**src/rtl/stopwatch_ctrl_pkg.sv**
```systemverilog
// Shared definitions for the stopwatch controller: mode encoding, field
// limits and the field-increment rule used by both counters.
package stopwatch_ctrl_pkg;

  localparam int FIELD_W     = 6;
  localparam int DEF_MAX_MIN = 59;
  localparam int DEF_MAX_SEC = 59;

  typedef enum logic [1:0] {
    MODE_RUN   = 2'd0,
    MODE_PAUSE = 2'd1,
    MODE_ADJ   = 2'd2
  } mode_e;

  // The >= (rather than ==) keeps a field bounded even if it ever held an out-of-range value.
  function automatic logic [FIELD_W-1:0] wrap_inc(input logic [FIELD_W-1:0] v,
                                                  input int                 max);
    return (int'(v) >= max) ? '0 : v + 1'b1;
  endfunction

endpackage

```
**src/rtl/stopwatch_ctrl_mod_counter.sv**
```systemverilog
// Modulo-(MAX+1) field counter with increment enable, synchronous clear
// and a same-cycle wrap pulse used as the carry into the next field.
module mod_counter
  import stopwatch_ctrl_pkg::*;
#(
  parameter int MAX = 59
) (
  input  logic               clk,
  input  logic               rst_n,
  input  logic               i_inc,
  input  logic               i_clr,
  output logic [FIELD_W-1:0] o_q,
  output logic               o_wrap
);

  logic [FIELD_W-1:0] r_q;

  always_ff @(posedge clk or negedge rst_n) begin
    if (!rst_n) begin
      r_q <= '0;
    end else if (i_clr) begin
      r_q <= '0;
    end else if (i_inc) begin
      r_q <= wrap_inc(r_q, MAX);
    end
  end

  assign o_q    = r_q;
  assign o_wrap = i_inc && !i_clr && (int'(r_q) >= MAX);

endmodule

```
**src/rtl/stopwatch_ctrl.sv**
```systemverilog
// Minutes:seconds stopwatch with RUN / PAUSE / ADJ modes; clear has top
// priority and ticks are always judged against the state before the edge.
module stopwatch_ctrl
  import stopwatch_ctrl_pkg::*;
#(
  parameter int MAX_MIN = DEF_MAX_MIN,
  parameter int MAX_SEC = DEF_MAX_SEC
) (
  input  logic               clk,
  input  logic               rst_n,
  input  logic               tick_1hz,
  input  logic               tick_2hz,
  input  logic               pause_p,
  input  logic               clear_p,
  input  logic               adj,
  input  logic               sel,
  output logic [FIELD_W-1:0] minutes,
  output logic [FIELD_W-1:0] seconds,
  output logic               blink_min,
  output logic               blink_sec,
  output logic [1:0]         mode
);

  mode_e r_state;
  mode_e w_state_nxt;
  logic  r_blink_min;
  logic  r_blink_sec;
  logic  w_blink_min_nxt;
  logic  w_blink_sec_nxt;
  logic  w_sec_inc;
  logic  w_min_inc;
  logic  w_sec_wrap;
  logic  w_unused_min_wrap;

  always_ff @(posedge clk or negedge rst_n) begin
    if (!rst_n) begin
      r_state     <= MODE_PAUSE;
      r_blink_min <= 1'b0;
      r_blink_sec <= 1'b0;
    end else begin
      r_state     <= w_state_nxt;
      r_blink_min <= w_blink_min_nxt;
      r_blink_sec <= w_blink_sec_nxt;
    end
  end

  // Leaving ADJ always lands in PAUSE, so counting only resumes on an explicit press.
  always_comb begin
    w_state_nxt = r_state;
    if (!clear_p) begin
      unique case (r_state)
        MODE_RUN: begin
          if (adj)          w_state_nxt = MODE_ADJ;
          else if (pause_p) w_state_nxt = MODE_PAUSE;
        end
        MODE_PAUSE: begin
          if (adj)          w_state_nxt = MODE_ADJ;
          else if (pause_p) w_state_nxt = MODE_RUN;
        end
        MODE_ADJ: begin
          if (!adj)         w_state_nxt = MODE_PAUSE;
        end
        default:            w_state_nxt = MODE_PAUSE;
      endcase
    end
  end

  always_comb begin
    w_blink_min_nxt = 1'b0;
    w_blink_sec_nxt = 1'b0;
    if (w_state_nxt == MODE_ADJ) begin
      w_blink_min_nxt = !sel;
      w_blink_sec_nxt = sel;
    end
  end

  // Increments use r_state (pre-edge mode); minutes only take a carry in RUN.
  assign w_sec_inc = !clear_p &&
                     (((r_state == MODE_RUN) && tick_1hz) ||
                      ((r_state == MODE_ADJ) && tick_2hz && sel));
  assign w_min_inc = !clear_p &&
                     (((r_state == MODE_RUN) && w_sec_wrap) ||
                      ((r_state == MODE_ADJ) && tick_2hz && !sel));

  mod_counter #(.MAX(MAX_SEC)) u_sec (
    .clk    (clk),
    .rst_n  (rst_n),
    .i_inc  (w_sec_inc),
    .i_clr  (clear_p),
    .o_q    (seconds),
    .o_wrap (w_sec_wrap)
  );

  mod_counter #(.MAX(MAX_MIN)) u_min (
    .clk    (clk),
    .rst_n  (rst_n),
    .i_inc  (w_min_inc),
    .i_clr  (clear_p),
    .o_q    (minutes),
    .o_wrap (w_unused_min_wrap)
  );

  assign mode      = r_state;
  assign blink_min = r_blink_min;
  assign blink_sec = r_blink_sec;

endmodule

```
**config.mk**
```make
export PLATFORM = sky130hd
export DESIGN_NAME = stopwatch_ctrl
export DESIGN_NICKNAME = d
export VERILOG_FILES = /design/src/rtl/stopwatch_ctrl_pkg.sv /design/src/rtl/stopwatch_ctrl_mod_counter.sv /design/src/rtl/stopwatch_ctrl.sv
export SDC_FILE = /design/constraint.sdc
export NUM_CORES = 1
export LEC_CHECK = 0
export CAP_MARGIN = 20
export CELL_PAD_IN_SITES_DETAIL_PLACEMENT = 0
export CELL_PAD_IN_SITES_GLOBAL_PLACEMENT = 1
export CORE_ASPECT_RATIO = 0.7
export CORE_MARGIN = 2
export CORE_UTILIZATION = 32
export CTS_CLUSTER_SIZE = 20
export DETAILED_ROUTE_END_ITERATION = 8
export GPL_TIMING_DRIVEN = 1
export PLACE_DENSITY = 0.81
export REMOVE_ABC_BUFFERS = 1
export SETUP_SLACK_MARGIN = 0.2
export SLEW_MARGIN = 10
export SYNTH_ARGS = -nofsm -noshare
export SYNTH_HDL_FRONTEND = slang
export SYNTH_HIERARCHICAL = 1
export SYNTH_SLANG_ARGS = --single-unit
```
**constraint.sdc**
```tcl
create_clock -name clk -period 2.1 [get_ports clk]
set_input_delay 0.63 -clock clk [delete_from_list [all_inputs] [get_ports clk]]
set_output_delay 0.63 -clock clk [all_outputs]
set_load 0.02 [all_outputs]
```
==> run summary, run 1 <==
Sink Count = 16
First-pass GRT wire length = 4670 um
Peak supply drop = 543 uV
Syn Inst Count = 94
WHS Endpoint = u_min/o_q[0]$_DFFE_PN0P_
CTS tree = done
Overall routed net length = 2970 um
Worst Tran Pin Value = 0.293 ns
Die H = 49.0 um
Critical-path cell list = buf_2, nand3_4, a211oi_4, nand2_2, nor3_2, nand2b_1, a211oi_2, buf_4, nand2_4, or3_4, a21oi_2
FF-to-FF End = u_min/o_q[4]$_DFFE_PN0P_
Overall Global Routing Usage = 18.6%
Yosys warning total = 6
Routed Antenna Nets = 0
Max incr delay on CP = 0.34 ns
Status = finished, violations left
Router iterations before antenna repair = 4
CP startpoint kind = input port
Critical path's slowest cell = or3_4
Worst hold start = u_min/o_q[0]$_DFFE_PN0P_
DP HPWL = 1650 um
Avg WL per Cell = 15.9 um
Class of the tightest hold or removal check = reg -> reg
Worst Reg2Reg Path Length in Cells = 11
RSZ-0062 raised after global routing = true
Number of global-route vias before repair = 947
Power per cell area = 672 nW/um^2
Drt drc = 0
Antenna violations before repair = 0
Fin util = 55.9%
Max Slew Vio Count = 0
Post-Synthesis Mean Instance Area = 9.85 um^2
Clock Skews = 0.0115 ns
Root buf cell = clkbuf_8
Routability cong. = 0.802
R2r setup slk = -0.04 ns
Final hold viol count = 0
Period utilization = 103%
Num CTS Buffers = 3
Kind of critical path = in -> reg
Area Overhead vs Synth = 68.1%
Reg-to-Reg Start = mode[1]$_DFF_PN0_
GRT overflow = 0
Worst skew pair latency = 0.26 ns
Endpoints failing setup = 4
Fin worst setup slack = -0.0534 ns
Crit end category = flop
Slew HR = 80.4%
Min Tclk post-route = 2.15 ns
Share of post-route cells with drive strength above 1 = 37.3%
H-tree levels = 1
Crit-path max FO = 3
Required time worst endpoint = 2.29 ns
Max-Cap Viols = 0
Mapped Area = 926 um^2
Port-buffer cells = 23
Failing checks = setup timing
Routed vias/inst = 5.44
Overall power = 1.05 mW
Static Leakage = 0.737 nW
Initial Util = 33.3%
Worst EP arrival = 2.34 ns
CORE AREA = 2780 um^2
Max Clk Rate = 464 MHz
Nets = 161
Hold path cells = 2
Largest net degree at the start of global routing = 20
CTS Buffer Depth = 2
IO Pins = 24
Worst-path clk slew = 0.07 ns
DIE AREA = 3350 um^2
Die width = 68.3 um
Rows = 16
1st-iter DRT viols = 36
Diodes inserted = 0
Vias after detailed routing = 1011
timing repair:
item | in CTS | in global routing
endpoints found under the setup margin | 21 | 15
resized for setup | 34 | 23
hold endpoints to repair | 0 | 0
hold buffers | 0 | 0
setup buffers | 14 | 5
pin swaps | 13 | 9
metrics by stage:
step / setup TNS [ns] / cell area, um^2 / setup WS, ns / std cells / hold slack, ns
after floorplan: -4.38 / 903 / -0.938 / 91 / 0.334
after global placement: -3.82 / 1280 / -0.696 / 163 / 0.581
after detailed placement: -4.53 / 1280 / -0.791 / 163 / 0.587
after CTS: -0.00803 / 1450 / -0.00803 / 181 / 0.598
after global routing: -1.15 / 1560 / -0.188 / 186 / 0.678
final: -0.179 / 1560 / -0.0534 / 186 / 0.639
metal layers:
layer  vias to the layer above  share of wire [%]  track usage (%)
li1                        472                  -                -
met1                       499                 44             24.8
met2                        32                 50             28.6
met3                         8                4.1             4.39
met4                         0                2.1             7.67
met5                         -                  0                0
registers in the layout (all words and copies together) (netlist names):
| signal | cells |
|---|---|
| blink_sec | 1 |
| u_sec/o_q | 6 |
| mode | 2 |
| u_min/o_q | 6 |
| blink_min | 1 |
cells in the final DEF (no fill, tap or decap), types with 3 or more instances in the layout:
master / n
dfrtp_1: 15
buf_6: 12
nor2_1: 7
buf_4: 20
clkdlybuf4s50_1: 5
buf_2: 3
clkbuf_8: 4
a31oi_1: 4
dlygate4sd2_1: 10
nand3b_1: 9
a21oi_2: 3
nand2b_1: 7
a21oi_1: 5
worst max-delay path by stage:
stage / start / endpoint / slack [ns]
floorplan: sel / u_min/o_q[4]$_DFFE_PN0P_ / -0.94
global placement: sel / u_min/o_q[4]$_DFFE_PN0P_ / -0.70
detailed placement: sel / u_min/o_q[4]$_DFFE_PN0P_ / -0.79
CTS: mode[1]$_DFF_PN0_ / u_min/o_q[2]$_DFFE_PN0P_ / -0.008
global route: mode[1]$_DFF_PN0_ / u_min/o_q[1]$_DFFE_PN0P_ / -0.19
finish: sel / u_min/o_q[4]$_DFFE_PN0P_ / -0.05
worst max-delay path: cells and delay by family:
kind | cells | cell delay (ns)
simple gates | 6 | 0.81
compound gates | 3 | 0.62
buf+inv | 2 | 0.29
power breakdown:
group	total, mW	internal [mW]	switching [mW]	leakage, nW
clock network	0.281	0.167	0.114	0.0288
logic	0.380	0.203	0.177	0.494
registers	0.385	0.348	0.0367	0.215
total	1.05	0.717	0.328	0.737
final cells by class:
cell class                 instances  area, um^2
clock buffer                       4        55.1
sequential                        16         402
fill                             234        1230
tap                               36        45.0
timing repair buffer              55         483
multi-input combinational         75         572
Power figures use the tool's default switching activity.
==> run 2, diff against run 1 <==
CTS_CLUSTER_DIAMETER = 100   (was unset)
RECOVER_POWER = 50   (was unset)
==> run summary, run 2 (same netlist as run 1, synthesis figures left out) <==
Int Pwr = 716 uW (-0.18%)
IO Pins = 24 (unchanged)
Peak supply drop = 543 uV (about the same)
RSZ-0062 raised after global routing = true
Die H = 49.0 um (unchanged)
Max-Cap Viols = 0 (unchanged)
Fin worst setup slack = -0.0529 ns (+0.000496 ns)
Critical-path cell list = buf_2, nand3_4, a211oi_4, nand2_2, nor3_2, nand2b_1, a211oi_2, buf_4, buf_6, nand3b_1, a32o_1, a21oi_2
Overall Global Routing Usage = 18.6% (unchanged)
Largest net degree at the start of global routing = 20 (unchanged)
Sw frac = 31.4% (+0.056 points)
CP startpoint kind = input port
Slew HR = 38.0% (-42 points)
Commonest non-fill, non-tap cell in the layout = buf_4
Most frequent cells in the layout = buf_4, dfrtp_1, buf_6, dlygate4sd2_1, nand3b_1
Place WS = -0.791 ns (unchanged)
Worst EP arrival = 2.34 ns (about the same)
Rows = 16 (unchanged)
Worst Reg2Reg Path Length in Cells = 12 (+1)
CP top delay family = compound AO/OA/AOI/OAI gates
1st-iter DRT viols = 35 (-2.8%)
Root buf cell = clkbuf_8
Post-Place Cell Area = 1280 um^2 (unchanged)
Drt drc = 0 (unchanged)
Number of global-route vias before repair = 947 (unchanged)
WHS Endpoint = u_min/o_q[0]$_DFFE_PN0P_
Antenna violations before repair = 0 (unchanged)
Hold buffers post-CTS = 0 (unchanged)
Router iterations before antenna repair = 4 (unchanged)
Fill count = 235 (+0.43%)
Port-buffer cells = 23 (unchanged)
Die width = 68.3 um (unchanged)
Static Leakage = 0.734 nW (-0.46%)
Area Overhead vs Synth = 67.7%
Routed vias/inst = 5.38 (-1.1%)
Routability cong. = 0.802 (unchanged)
Worst skew pair latency = 0.26 ns (about the same)
Clock Skews = 0.0116 ns (+0.0000688 ns)
Max Clk Rate = 464 MHz (about the same)
Overall routed net length = 2980 um (+0.30%)
Worst hold start = u_min/o_q[0]$_DFFE_PN0P_
Fin util = 55.8% (-0.13 points)
Kind of critical path = in -> reg
Period utilization = 103% (about the same)
Initial Util = 33.3% (unchanged)
GRT overflow = 0 (unchanged)
Crit end category = flop
DP HPWL = 1650 um (unchanged)
Power per cell area = 673 nW/um^2 (+0.15%)
Min Tclk post-route = 2.15 ns (-0.000496 ns)
Max Slew Vio Count = 0 (unchanged)
Worst-path clk slew = 0.07 ns (about the same)
H-tree levels = 1 (unchanged)
Final Instance Area = 1550 um^2 (-0.24%)
Share of post-route cells with drive strength above 1 = 36.7% (-0.67 points)
R2r setup slk = -0.04 ns (about the same)
Crit-path max FO = 3 (unchanged)
DIE AREA = 3350 um^2 (unchanged)
Diodes inserted = 0 (unchanged)
First-pass GRT wire length = 4670 um (unchanged)
Hold path cells = 2 (unchanged)
Vias after detailed routing = 1000 (-1.1%)
Critical path's slowest cell = a211oi_4
Sink Count = 16 (unchanged)
Nets = 161 (unchanged)
Failing checks = setup timing
Final hold viol count = 0 (unchanged)
CORE AREA = 2780 um^2 (unchanged)
Power share of the clock group = 26.9% (about the same)
FF-to-FF End = u_min/o_q[2]$_DFFE_PN0P_
Status = finished, violations left
Comb power frac = 36.3% (about the same)
CTS Buffer Depth = 2 (unchanged)
Avg WL per Cell = 16.0 um (+0.30%)
Routed Antenna Nets = 0 (unchanged)
Num CTS Buffers = 3 (unchanged)
Worst Tran Pin Value = 0.930 ns (+0.636 ns)
Sequential Power Share = 36.8% (about the same)
Worst path bufs/invs = 3 (+1)
Max incr delay on CP = 0.28 ns (-0.06 ns)
Endpoints failing setup = 4 (unchanged)
Switching Power = 328 uW (about the same)
Class of the tightest hold or removal check = reg -> reg
CTS tree = done
Required time worst endpoint = 2.29 ns (about the same)
Reg-to-Reg Start = mode[1]$_DFF_PN0_
run 2: cell type report:
| class | instances | area, um^2 | area share (%) |
|---|---|---|---|
| multi-input cells | 75 | 572 | 36.8 |
| flip-flops and latches | 16 | 402 | 25.9 |
| well taps | 36 | 45.0 | 2.90 |
| clock buffers | 4 | 55.1 | 3.55 |
| repair buffers | 55 | 479 | 30.9 |
run 2: worst reg2reg max path: stages, from the launching register on:
cell and delay (ns):
dfrtp_1 0.40, buf_6 0.12, nand3_4 0.06, a211oi_4 0.28
nand2_2 0.10, nor3_2 0.13, nand2b_1 0.09, a211oi_2 0.20
buf_4 0.17, buf_6 0.09, nand3b_1 0.08, a32o_1 0.23
a21oi_2 0.14
run 2: metrics by stage:
stage                     power (mW)  cells  hold slack (ns)  setup TNS [ns]
after global placement         0.669    163            0.581           -3.82
after floorplan                0.517     91            0.334           -4.38
after CTS                      0.984    181            0.598        -0.00803
after global routing            1.10    186            0.678           -1.15
final                           1.04    186            0.639          -0.178
after detailed placement       0.675    163            0.587           -4.53
run 2: layer usage:
metal / vias to the layer above / GRT usage (%) / wire length, um
li1: 471 / - / -
met1: 493 / 24.8 / 1310
met2: 28 / 28.6 / 1490
met3: 8 / 4.39 / 114
met4: 0 / 7.67 / 62
met5: - / 0 / 0
run 2: power by group through the flow:
stage               clock network [mW]  logic, mW  registers, mW
finish                           0.281      0.379          0.385
global route                     0.302      0.407          0.392
CTS                              0.281      0.326          0.378
detailed placement                   0      0.294          0.381
global placement                     0      0.288          0.382
floorplan                            0     0.0787          0.438
run 2: worst max path at each step:
stage                 startpoint                        to  slack (ns)  cells past startpoint
2_1_floorplan                sel  u_min/o_q[4]$_DFFE_PN0P_       -0.94                      9
3_3_place_gp                 sel  u_min/o_q[4]$_DFFE_PN0P_       -0.70                     11
3_5_place_dp                 sel  u_min/o_q[4]$_DFFE_PN0P_       -0.79                     11
4_1_cts        mode[1]$_DFF_PN0_  u_min/o_q[2]$_DFFE_PN0P_      -0.008                     11
5_1_grt        mode[1]$_DFF_PN0_  u_min/o_q[1]$_DFFE_PN0P_       -0.19                     13
6_report                     sel  u_min/o_q[2]$_DFFE_PN0P_       -0.05                     12
run 2: timing repair:
action,in CTS,in global routing
setup buffers,14,5
pin swaps,13,9
setup endpoints to repair,21,15
gates resized for setup,34,23
gates cloned,0,0
==> run 3, diff against run 2 <==
REMOVE_ABC_BUFFERS = unset   (was 1)
==> run summary, run 3 (same netlist as run 1, synthesis figures left out) <==
Overall Global Routing Usage = 15.8% (-2.8 points)
Die H = 49.0 um (unchanged)
Slew HR = 63.3% (+25 points)
Avg WL per Cell = 13.8 um (-14%)
Vias after detailed routing = 887 (-11%)
Root buf cell = clkbuf_8
Crit-path max FO = 3 (unchanged)
First-pass GRT wire length = 3950 um (-16%)
Sequential Power Share = 42.9% (+6.1 points)
Rows = 16 (unchanged)
Peak supply drop = 524 uV (-3.5%)
Sw frac = 30.5% (-0.95 points)
Max-Cap Viols = 0 (unchanged)
H-tree levels = 1 (unchanged)
Share of post-route cells with drive strength above 1 = 26.5% (-10 points)
Critical path endpoint = u_min/o_q[4]$_DFFE_PN0P_
Switching Power = 287 uW (-13%)
Period utilization = 101% (-1.1 points)
Overall routed net length = 2380 um (-20%)
Comb power frac = 29.0% (-7.3 points)
Reg-to-Reg Start = mode[1]$_DFF_PN0_
Power per cell area = 674 nW/um^2 (+0.20%)
Port-buffer cells = 23 (unchanged)
GRT overflow = 0 (unchanged)
Syn Nets = 104
Static Leakage = 0.623 nW (-15%)
CP startpoint kind = input port
Fill count = 264 (+12%)
Power share of the clock group = 28.1% (+1.2 points)
1st-iter DRT viols = 109 (+210%)
Antenna violations before repair = 0 (unchanged)
Num CTS Buffers = 3 (unchanged)
R2r setup slk = -0.02 ns (+0.02 ns)
Fin worst setup slack = -0.0303 ns (+0.0226 ns)
Number of global-route vias before repair = 837 (-12%)
Required time worst endpoint = 2.28 ns (about the same)
Min Tclk post-route = 2.13 ns (-0.0226 ns)
Diodes inserted = 0 (unchanged)
Class of the tightest hold or removal check = in -> reg
Drt drc = 0 (unchanged)
Clock Skews = 0.00253 ns (-0.00905 ns)
Routed Antenna Nets = 0 (unchanged)
Crit end category = flop
Die width = 68.3 um (unchanged)
Nets = 147 (-8.7%)
Max Slew Vio Count = 0 (unchanged)
DIE AREA = 3350 um^2 (unchanged)
Max Clk Rate = 469 MHz (+1.1%)
Place WS = -0.778 ns (+0.0131 ns)
Sink Count = 16 (unchanged)
Int Pwr = 654 uW (-8.7%)
Worst setup path start = clear_p
Setup TNS Final = -0.0303 ns (+0.148 ns)
Initial Util = 33.3% (unchanged)
Endpoints failing setup = 1 (-3)
Status = finished, violations left
Kind of critical path = in -> reg
Final hold viol count = 0 (unchanged)
DP HPWL = 1670 um (+1.0%)
Hold buffers post-CTS = 0 (unchanged)
RSZ-0062 raised after global routing = true
CORE AREA = 2780 um^2 (unchanged)
CTS tree = done
Failing checks = setup timing
Worst-path clk slew = 0.06 ns (about the same)
Most frequent cells in the layout = buf_4, dfrtp_1, dlygate4sd2_1, nand3b_1
Worst skew pair latency = 0.24 ns (-0.02 ns)
Worst Reg2Reg Path Length in Cells = 10 (-2)
Routability cong. = 0.854 (+6.6%)
Largest net degree at the start of global routing = 19 (-5.0%)
Worst EP arrival = 2.31 ns (-0.03 ns)
Worst Tran Pin Value = 0.550 ns (-0.380 ns)
Router iterations before antenna repair = 5 (+1)
Commonest non-fill, non-tap cell in the layout = buf_4
IO Pins = 24 (unchanged)
Routed vias/inst = 5.16 (-4.1%)
CTS Buffer Depth = 2 (unchanged)
FF-to-FF End = u_min/o_q[4]$_DFFE_PN0P_
Area Overhead vs Synth = 50.7%
## run 3: power by group through the flow
stage	registers, mW	logic [mW]	clock network [mW]
after floorplan	0.436	0.104	0
after global placement	0.401	0.262	0
after detailed placement	0.400	0.267	0
after CTS	0.401	0.268	0.275
after global routing	0.410	0.296	0.305
final	0.404	0.273	0.264
## run 3: how the worst min path moves through the flow
| stage | startpoint | slack (ns) | depth (start not counted) | end |
|---|---|---|---|---|
| after floorplan | rst_n | 0.33 | 0 | blink_min$_DFF_PN0_ |
| final | sel | 0.57 | 2 | blink_min$_DFF_PN0_ |
| after global routing | sel | 0.56 | 2 | blink_min$_DFF_PN0_ |
| after global placement | u_sec/o_q[0]$_DFFE_PN0P_ | 0.58 | 2 | u_sec/o_q[0]$_DFFE_PN0P_ |
| after detailed placement | mode[0]$_DFF_PN1_ | 0.58 | 2 | mode[0]$_DFF_PN1_ |
| after CTS | u_min/o_q[0]$_DFFE_PN0P_ | 0.60 | 2 | u_min/o_q[0]$_DFFE_PN0P_ |
## run 3: timing repair
action                     CTS  global route
hold endpoints to repair     0             0
setup endpoints to repair   22             8
pin swaps                   10             6
buffers inserted             5             1
resized for setup           27             9
## run 3: worst max-delay path, cell delays in order
cell	delay [ns]
clkdlybuf4s15_1	0.23
a211oi_4	0.24
nand2_4	0.07
nor3_2	0.11
nand2b_1	0.09
a211oi_2	0.21
buf_4	0.17
nand2_4	0.05
or3_4	0.37
a21oi_2	0.13
## run 3: per-stage QoR
stage	instance area (um^2)	cells	util, %	hold WS, ns	power [mW]
floorplan	951	94	-	0.334	0.540
global placement	1290	162	46.4	0.581	0.663
detailed placement	1290	162	46.4	0.581	0.667
CTS	1370	171	49.4	0.599	0.944
global route	1400	172	50.1	0.561	1.01
finish	1400	172	50.1	0.565	0.940
## run 3: cell type report
cell class              count  area, um^2  share of cell area [%]
clock buffers               4        55.1                    3.95
multi-input cells          75         563                    40.4
flip-flops and latches     16         403                    28.9
well taps                  36        45.0                    3.23
repair buffers             41         329                    23.6
## run 3: layer usage
metal / GRT usage (%) / share of wire, %
met3: 4.16 / 3.7
met4: 4.00 / 0.80
met1: 22.0 / 46
met5: 0 / 0
met2: 23.9 / 50
